<file path="config.mk">
export PLATFORM = sky130hd
export DESIGN_NAME = pfa_frame_seq
export DESIGN_NICKNAME = d
export VERILOG_FILES = /design/src/rtl/pfa_frame_seq.sv
export SDC_FILE = /design/constraint.sdc
export NUM_CORES = 2
export LEC_CHECK = 0
export ABC_AREA = 1
export CORE_MARGIN = 2
export CORE_UTILIZATION = 37
export DETAILED_ROUTE_END_ITERATION = 10
export DONT_BUFFER_PORTS = 1
export HOLD_SLACK_MARGIN = 0.03
export SLEW_MARGIN = 5
export SYNTH_ARGS = -nofsm -noshare
export SYNTH_HDL_FRONTEND = slang
export SYNTH_SLANG_ARGS = --single-unit
</file>
<file path="constraint.sdc">
create_clock -name clk -period 11.5 [get_ports clk]
set_clock_uncertainty 0.05 [all_clocks]
set_input_delay 1.15 -clock clk [delete_from_list [all_inputs] [get_ports clk]]
set_output_delay 1.15 -clock clk [all_outputs]
set_load 0.005 [all_outputs]
</file>
<file path="src/rtl/pfa_frame_seq.sv">
// pfa_frame_seq
//   Address sequencer for a three-factor prime-factor (Good/CRT) stage.
//   Once a start is accepted, it walks (n1, n2, n3) with n3 fastest. For
//   each index it emits (K1*n1 + K2*n2 + K3*n3) mod N, where
//   N = Nf1*Nf2*Nf3, K1 = Nf2*Nf3, K2 = Nf1*Nf3 and K3 = Nf1*Nf2.
//
// Ports
//   clk, rst              clock; asynchronous active-high reset
//   clr                   synchronous abort back to IDLE (beats dropped, no done)
//   start                 frame request, honoured only in IDLE
//   Nf1, Nf2, Nf3         factors, captured with an accepted start
//   busy                  high from LOAD through DONE
//   cfg_err               one-cycle pulse after a rejected start
//   out_valid/out_ready   beat handshake
//   out_addr              CRT-mapped buffer address
//   n1, n2, n3            index triple of the current beat
//   out_last              final beat of the frame
//   done                  one-cycle pulse after the final handshake
//   bank                  ping-pong select, toggles on each completed frame
module pfa_frame_seq #(
  parameter int wDataInOut = 16,
  parameter int wAddr      = 12
) (
  input  logic                  clk,
  input  logic                  rst,
  input  logic                  clr,
  input  logic                  start,
  input  logic [wDataInOut-1:0] Nf1,
  input  logic [wDataInOut-1:0] Nf2,
  input  logic [wDataInOut-1:0] Nf3,
  output logic                  busy,
  output logic                  cfg_err,
  output logic                  out_valid,
  input  logic                  out_ready,
  output logic [wAddr-1:0]      out_addr,
  output logic [wDataInOut-1:0] n1,
  output logic [wDataInOut-1:0] n2,
  output logic [wDataInOut-1:0] n3,
  output logic                  out_last,
  output logic                  done,
  output logic                  bank
);

  // N can equal 2^wAddr, so it needs one extra bit. Every K and every
  // partial sum is strictly below N, so those fit in wAddr bits.
  localparam int wN = wAddr + 1;
  localparam int wP = 3 * wDataInOut;
  localparam logic [wP-1:0] N_MAX = wP'(1) << wAddr;

  typedef enum logic [1:0] {S_IDLE, S_LOAD, S_RUN, S_DONE} state_t;

  state_t                state_q, state_d;
  logic [wDataInOut-1:0] nf1_q, nf1_d, nf2_q, nf2_d, nf3_q, nf3_d;
  logic [wN-1:0]         n_q, n_d;
  logic [wAddr-1:0]      k1_q, k1_d, k2_q, k2_d, k3_q, k3_d;
  logic [wAddr-1:0]      p1_q, p1_d, p2_q, p2_d, p3_q, p3_d;
  logic [wDataInOut-1:0] i1_q, i1_d, i2_q, i2_d, i3_q, i3_d;
  logic                  pend_q, pend_d;
  logic                  ov_q, ov_d;
  logic [wAddr-1:0]      addr_q, addr_d;
  logic [wDataInOut-1:0] o1_q, o1_d, o2_q, o2_d, o3_q, o3_d;
  logic                  last_q, last_d;
  logic                  bank_q, bank_d;
  logic                  cfg_err_q, cfg_err_d;

  // a + b mod n, given a, b < n.
  function automatic logic [wAddr-1:0] mod_add(input logic [wAddr-1:0] a,
                                               input logic [wAddr-1:0] b,
                                               input logic [wN-1:0]    n);
    logic [wN-1:0] s;
    s = {1'b0, a} + {1'b0, b};
    if (s >= n) s = s - n;
    return s[wAddr-1:0];
  endfunction

  // a + b + c mod n, given each term < n (so the sum is < 3n).
  function automatic logic [wAddr-1:0] mod_sum3(input logic [wAddr-1:0] a,
                                                input logic [wAddr-1:0] b,
                                                input logic [wAddr-1:0] c,
                                                input logic [wN-1:0]    n);
    logic [wAddr+1:0] s;
    logic [wAddr+1:0] nn;
    nn = {1'b0, n};
    s  = {2'b00, a} + {2'b00, b} + {2'b00, c};
    if (s >= nn) s = s - nn;
    if (s >= nn) s = s - nn;
    return s[wAddr-1:0];
  endfunction

  // Each K divides N and is therefore <= N; it equals N only when the
  // matching factor is 1, in which case K mod N is 0.
  function automatic logic [wAddr-1:0] reduce_k(input logic [wN-1:0] k,
                                                input logic [wN-1:0] n);
    return (k >= n) ? '0 : k[wAddr-1:0];
  endfunction

  logic [wP-1:0]    req_prod;
  logic             start_ok;
  logic [wN-1:0]    n_calc, k1_calc, k2_calc, k3_calc;
  logic             l1, l2, l3, load;
  logic [wAddr-1:0] beat_addr;

  // The full 3*wDataInOut-bit product cannot overflow.
  assign req_prod = wP'(Nf1) * wP'(Nf2) * wP'(Nf3);
  assign start_ok = (Nf1 != '0) && (Nf2 != '0) && (Nf3 != '0) && (req_prod <= N_MAX);

  // Accepted factors multiply to at most 2^wAddr, so these truncations are exact.
  assign n_calc  = wN'(nf1_q) * wN'(nf2_q) * wN'(nf3_q);
  assign k1_calc = wN'(nf2_q) * wN'(nf3_q);
  assign k2_calc = wN'(nf1_q) * wN'(nf3_q);
  assign k3_calc = wN'(nf1_q) * wN'(nf2_q);

  assign l1        = (i1_q == nf1_q - wDataInOut'(1));
  assign l2        = (i2_q == nf2_q - wDataInOut'(1));
  assign l3        = (i3_q == nf3_q - wDataInOut'(1));
  assign load      = !ov_q || out_ready;
  assign beat_addr = mod_sum3(p1_q, p2_q, p3_q, n_q);

  always_ff @(posedge clk or posedge rst) begin
    if (rst) begin
      state_q   <= S_IDLE;
      nf1_q     <= '0;  nf2_q <= '0;  nf3_q <= '0;
      n_q       <= '0;
      k1_q      <= '0;  k2_q  <= '0;  k3_q  <= '0;
      p1_q      <= '0;  p2_q  <= '0;  p3_q  <= '0;
      i1_q      <= '0;  i2_q  <= '0;  i3_q  <= '0;
      pend_q    <= 1'b0;
      ov_q      <= 1'b0;
      addr_q    <= '0;
      o1_q      <= '0;  o2_q  <= '0;  o3_q  <= '0;
      last_q    <= 1'b0;
      bank_q    <= 1'b0;
      cfg_err_q <= 1'b0;
    end else begin
      state_q   <= state_d;
      nf1_q     <= nf1_d;  nf2_q <= nf2_d;  nf3_q <= nf3_d;
      n_q       <= n_d;
      k1_q      <= k1_d;   k2_q  <= k2_d;   k3_q  <= k3_d;
      p1_q      <= p1_d;   p2_q  <= p2_d;   p3_q  <= p3_d;
      i1_q      <= i1_d;   i2_q  <= i2_d;   i3_q  <= i3_d;
      pend_q    <= pend_d;
      ov_q      <= ov_d;
      addr_q    <= addr_d;
      o1_q      <= o1_d;   o2_q  <= o2_d;   o3_q  <= o3_d;
      last_q    <= last_d;
      bank_q    <= bank_d;
      cfg_err_q <= cfg_err_d;
    end
  end

  always_comb begin
    state_d   = state_q;
    nf1_d     = nf1_q;  nf2_d = nf2_q;  nf3_d = nf3_q;
    n_d       = n_q;
    k1_d      = k1_q;   k2_d  = k2_q;   k3_d  = k3_q;
    p1_d      = p1_q;   p2_d  = p2_q;   p3_d  = p3_q;
    i1_d      = i1_q;   i2_d  = i2_q;   i3_d  = i3_q;
    pend_d    = pend_q;
    ov_d      = ov_q;
    addr_d    = addr_q;
    o1_d      = o1_q;   o2_d  = o2_q;   o3_d  = o3_q;
    last_d    = last_q;
    bank_d    = bank_q;
    cfg_err_d = 1'b0;

    case (state_q)
      S_IDLE: begin
        if (start) begin
          if (start_ok) begin
            nf1_d   = Nf1;
            nf2_d   = Nf2;
            nf3_d   = Nf3;
            state_d = S_LOAD;
          end else begin
            cfg_err_d = 1'b1;
          end
        end
      end
      S_LOAD: begin
        n_d    = n_calc;
        k1_d   = reduce_k(k1_calc, n_calc);
        k2_d   = reduce_k(k2_calc, n_calc);
        k3_d   = reduce_k(k3_calc, n_calc);
        p1_d   = '0;  p2_d = '0;  p3_d = '0;
        i1_d   = '0;  i2_d = '0;  i3_d = '0;
        pend_d = 1'b1;
        state_d = S_RUN;
      end
      S_RUN: begin
        // pend_q means index registers hold a beat not yet emitted.
        if (load) begin
          if (pend_q) begin
            ov_d   = 1'b1;
            addr_d = beat_addr;
            o1_d   = i1_q;
            o2_d   = i2_q;
            o3_d   = i3_q;
            last_d = l1 && l2 && l3;
            if (l1 && l2 && l3) begin
              pend_d = 1'b0;
            end else if (!l3) begin
              i3_d = i3_q + wDataInOut'(1);
              p3_d = mod_add(p3_q, k3_q, n_q);
            end else begin
              i3_d = '0;
              p3_d = '0;
              if (!l2) begin
                i2_d = i2_q + wDataInOut'(1);
                p2_d = mod_add(p2_q, k2_q, n_q);
              end else begin
                i2_d = '0;
                p2_d = '0;
                i1_d = i1_q + wDataInOut'(1);
                p1_d = mod_add(p1_q, k1_q, n_q);
              end
            end
          end else begin
            // Final beat has just been taken (or was never held).
            ov_d    = 1'b0;
            last_d  = 1'b0;
            bank_d  = ~bank_q;
            state_d = S_DONE;
          end
        end
      end
      S_DONE:  state_d = S_IDLE;
      default: state_d = S_IDLE;
    endcase

    // Abort overrides everything, including a same-cycle start.
    if (clr) begin
      state_d   = S_IDLE;
      ov_d      = 1'b0;
      last_d    = 1'b0;
      pend_d    = 1'b0;
      bank_d    = bank_q;
      cfg_err_d = 1'b0;
    end
  end

  assign busy      = (state_q != S_IDLE);
  assign done      = (state_q == S_DONE);
  assign cfg_err   = cfg_err_q;
  assign out_valid = ov_q;
  assign out_addr  = addr_q;
  assign n1        = o1_q;
  assign n2        = o2_q;
  assign n3        = o3_q;
  assign out_last  = last_q;
  assign bank      = bank_q;

endmodule

</file>
==> results.json <==
{
  "synth_area_per_cell_um2": 7.36,
  "antenna_found_initial": 4,
  "fin_crit_ps": 11710,
  "crit_path_end_kind": "flip-flop",
  "slew_violations": 0,
  "tns_ps": -8380,
  "vias_per_cell": 4.96,
  "r2r_slack_ps": 1260,
  "chipWidth_um": 393,
  "dp_hpwl_mm": 144,
  "core_mm2": 0.150,
  "clk_pin_slew_ps": 60,
  "period_share_pct": 102,
  "synthToLayoutAreaGrowth_pct": 12.3,
  "wl_per_cell_um": 18.7,
  "route.detailed.drc": 0,
  "crit_type": "input port to flip-flop",
  "globalRouteOverflowTotal": 0,
  "syn_area_mm2": 0.0560,
  "h-tree-depth": 1,
  "syn_nets": 9015,
  "synth_ff_type": "dfrtp_1",
  "slowest_delay_ps": 660,
  "die_h_um": 393,
  "yosys_warnings": 0,
  "routabilityCongestion": 0.934,
  "grt_pass1_wl_mm": 288,
  "violations": "setup timing",
  "rows": 142,
  "synth_edf_count": 0,
  "cp-start-kind": "input port",
  "fmax_mhz": 85.4,
  "crit_arrival_ps": 12160,
  "gr-usage-all-layers_pct": 23.9,
  "die_area_mm2": 0.155,
  "rsz0062_at_grt": "true",
  "synthArstFlopShare_pct": 100,
  "io_pins": 119,
  "maxSlewHeadroom_pct": 25.9,
  "initialDrtViolationCount": 3058,
  "slowest_stage": "fa_2",
  "setup_viol": 50,
  "synth_area_leaders": "fa_1 29%, nand2_1 13%, inv_1 12%, ha_1 12%, dfrtp_1 11%",
  "hold_buffers": 0,
  "yosysSeqAreaShare_pct": 11.1,
  "setup_ws_ps": -209,
  "insertion_delay_ps": 640,
  "crit_top_cell": "fa_1",
  "drt_wl_total_mm": 182,
  "cts_buffers": 30,
  "synth_top_cell_area_share_pct": 29.5,
  "grt_pass1_vias": 51300,
  "netlist-cell-type-count": 60,
  "worst_slew_pin_slew_ps": 1110,
  "detail_route.first_pass.iterations": 5,
  "maxCapViolCount": 0,
  "hold_violations": 0,
  "place.port_buffers": 0,
  "cp_max_fo": 18,
  "final_layout_size_suffix_gt1_share_pct": 10.8,
  "drtAntennaViolNets": 0,
  "nFillCells": 15300,
  "synth_top_cell_by_area": "fa_1",
  "min_path_type": "flip-flop to flip-flop",
  "antenna_cells": 0,
  "fin_nets": 9101,
  "cts_sinks": 248,
  "clk_path_buf_depth": 3,
  "vias": 48300,
  "status": "finished with violations",
  "synth-seq-cells": 248,
  "cts-root-buf": "clkbuf_16",
  "synth_cells": 7616,
  "cts_tree": "built",
  "initial_utilization_pct": 37.3,
  "grt_max_degree": 116,
  "cp.required_ps": 11950
}
-- placed cells by master (no fill, tap or decap), types with 178 or more instances in the layout --
master and instances:
dfrtp_1 248, xor2_1 199, a21oi_1 178, ha_1 491, buf_4 333, fa_1 797
nand3_1 208, nand2_1 1899, inv_1 1753, nor2_1 444
-- final cells by class --
type                            count  area [µm²]  share of cell area, %
Sequential cell                   248        6210                   9.86
Multi-Input combinational cell   5256       43200                   68.6
Tap cell                         2016        2520                   4.01
Clock inverter                     20         314                  0.499
Inverter                         1802        6790                   10.8
Clock buffer                       35         800                   1.27
Timing Repair Buffer              364        3120                   4.95
-- flip-flops by register name (all words and copies together), names as in the netlist, 13 cells and up --
name	cells
nf1_q	16
i3_q	16
nf2_q	16
i2_q	16
n3	16
i1_q	16
n_q	13
nf3_q	16
n2	16
n1	16
-- per-layer routing --
metal  part of all wire (%)  vias to the layer above  GRT usage (%)
met5                  0.030                        -              0
met1                     41                    23600           29.3
li1                       -                    22900              -
met2                     49                     1412           42.3
met3                    6.1                      406           3.77
met4                    4.2                        8           8.87
-- synth_stat cells, types with 70 or more instances --
library cell	count
a21oi_1	200
clkbuf_1	208
dfrtp_1	248
fa_1	825
ha_1	521
inv_1	1790
nand2_1	1978
nand3_1	214
nand4_1	103
nor2_1	481
o21ai_0	163
or2_2	70
xnor2_1	112
xor2_1	202
-- critical path: cells and delay by family --
family | cells | cell delay (ps)
fa+ha+maj | 14 | 6840
simple gates | 15 | 1510
buf+inv | 15 | 1470
xor+xnor | 1 | 180
compound gates | 8 | 970
-- what timing repair did --
action,in CTS,in global routing
buffers inserted,13,9
pin swaps,52,108
endpoints found under the setup margin,51,51
cloned,3,5
resized for setup,78,185
-- metrics by stage --
| stage | hold slack [ps] | util (%) | cells | setup slack, ps | area [µm²] |
|---|---|---|---|---|---|
| detailed placement | 425 | 40.3 | 9657 | -1130 | 60500 |
| floorplan | 399 | - | 7616 | -0.0506 | 57000 |
| CTS | 441 | 41.4 | 9727 | 1.06 | 62100 |
| global route | 451 | 41.9 | 9741 | -618 | 62900 |
| finish | 440 | 41.9 | 9741 | -209 | 62900 |
| global placement | 418 | 40.3 | 9657 | -1100 | 60500 |
-- logic make-up (layout without fill, tap and decap cells) --
| group | count (synthesis) | after routing | synth area share, % |
|---|---|---|---|
| xor gates and xnor gates | 315 | 315 | 4.94 |
| AOI/OAI and AO/OA | 590 | 590 | 6.11 |
| adders and majority gates | 1346 | 1346 | 41.1 |
| DFF | 248 | 248 | 11.1 |
| and+or+nand+nor | 3004 | 3004 | 22.2 |
| muxes | 1 | 1 | 0.0179 |
| buffers and inverters | 2112 | 2221 | 14.5 |
-- worst paths after layout --
kind                           from       end  depth (start not counted)
setup / recovery            Nf1[15]  nf3_q[8]                         53
hold / removal              n_q[12]   n_q[12]                          2
setup reg to reg           nf1_q[7]  k2_q[10]                         37
hold reg to reg             n_q[12]   n_q[12]                          2
max in group asynchronous       rst  nf1_q[8]                          2
min in group asynchronous       rst   p1_q[2]                          1
Power is not shown: default switching activity piles up to over one toggle a cycle in this logic, so the estimate is an artifact.
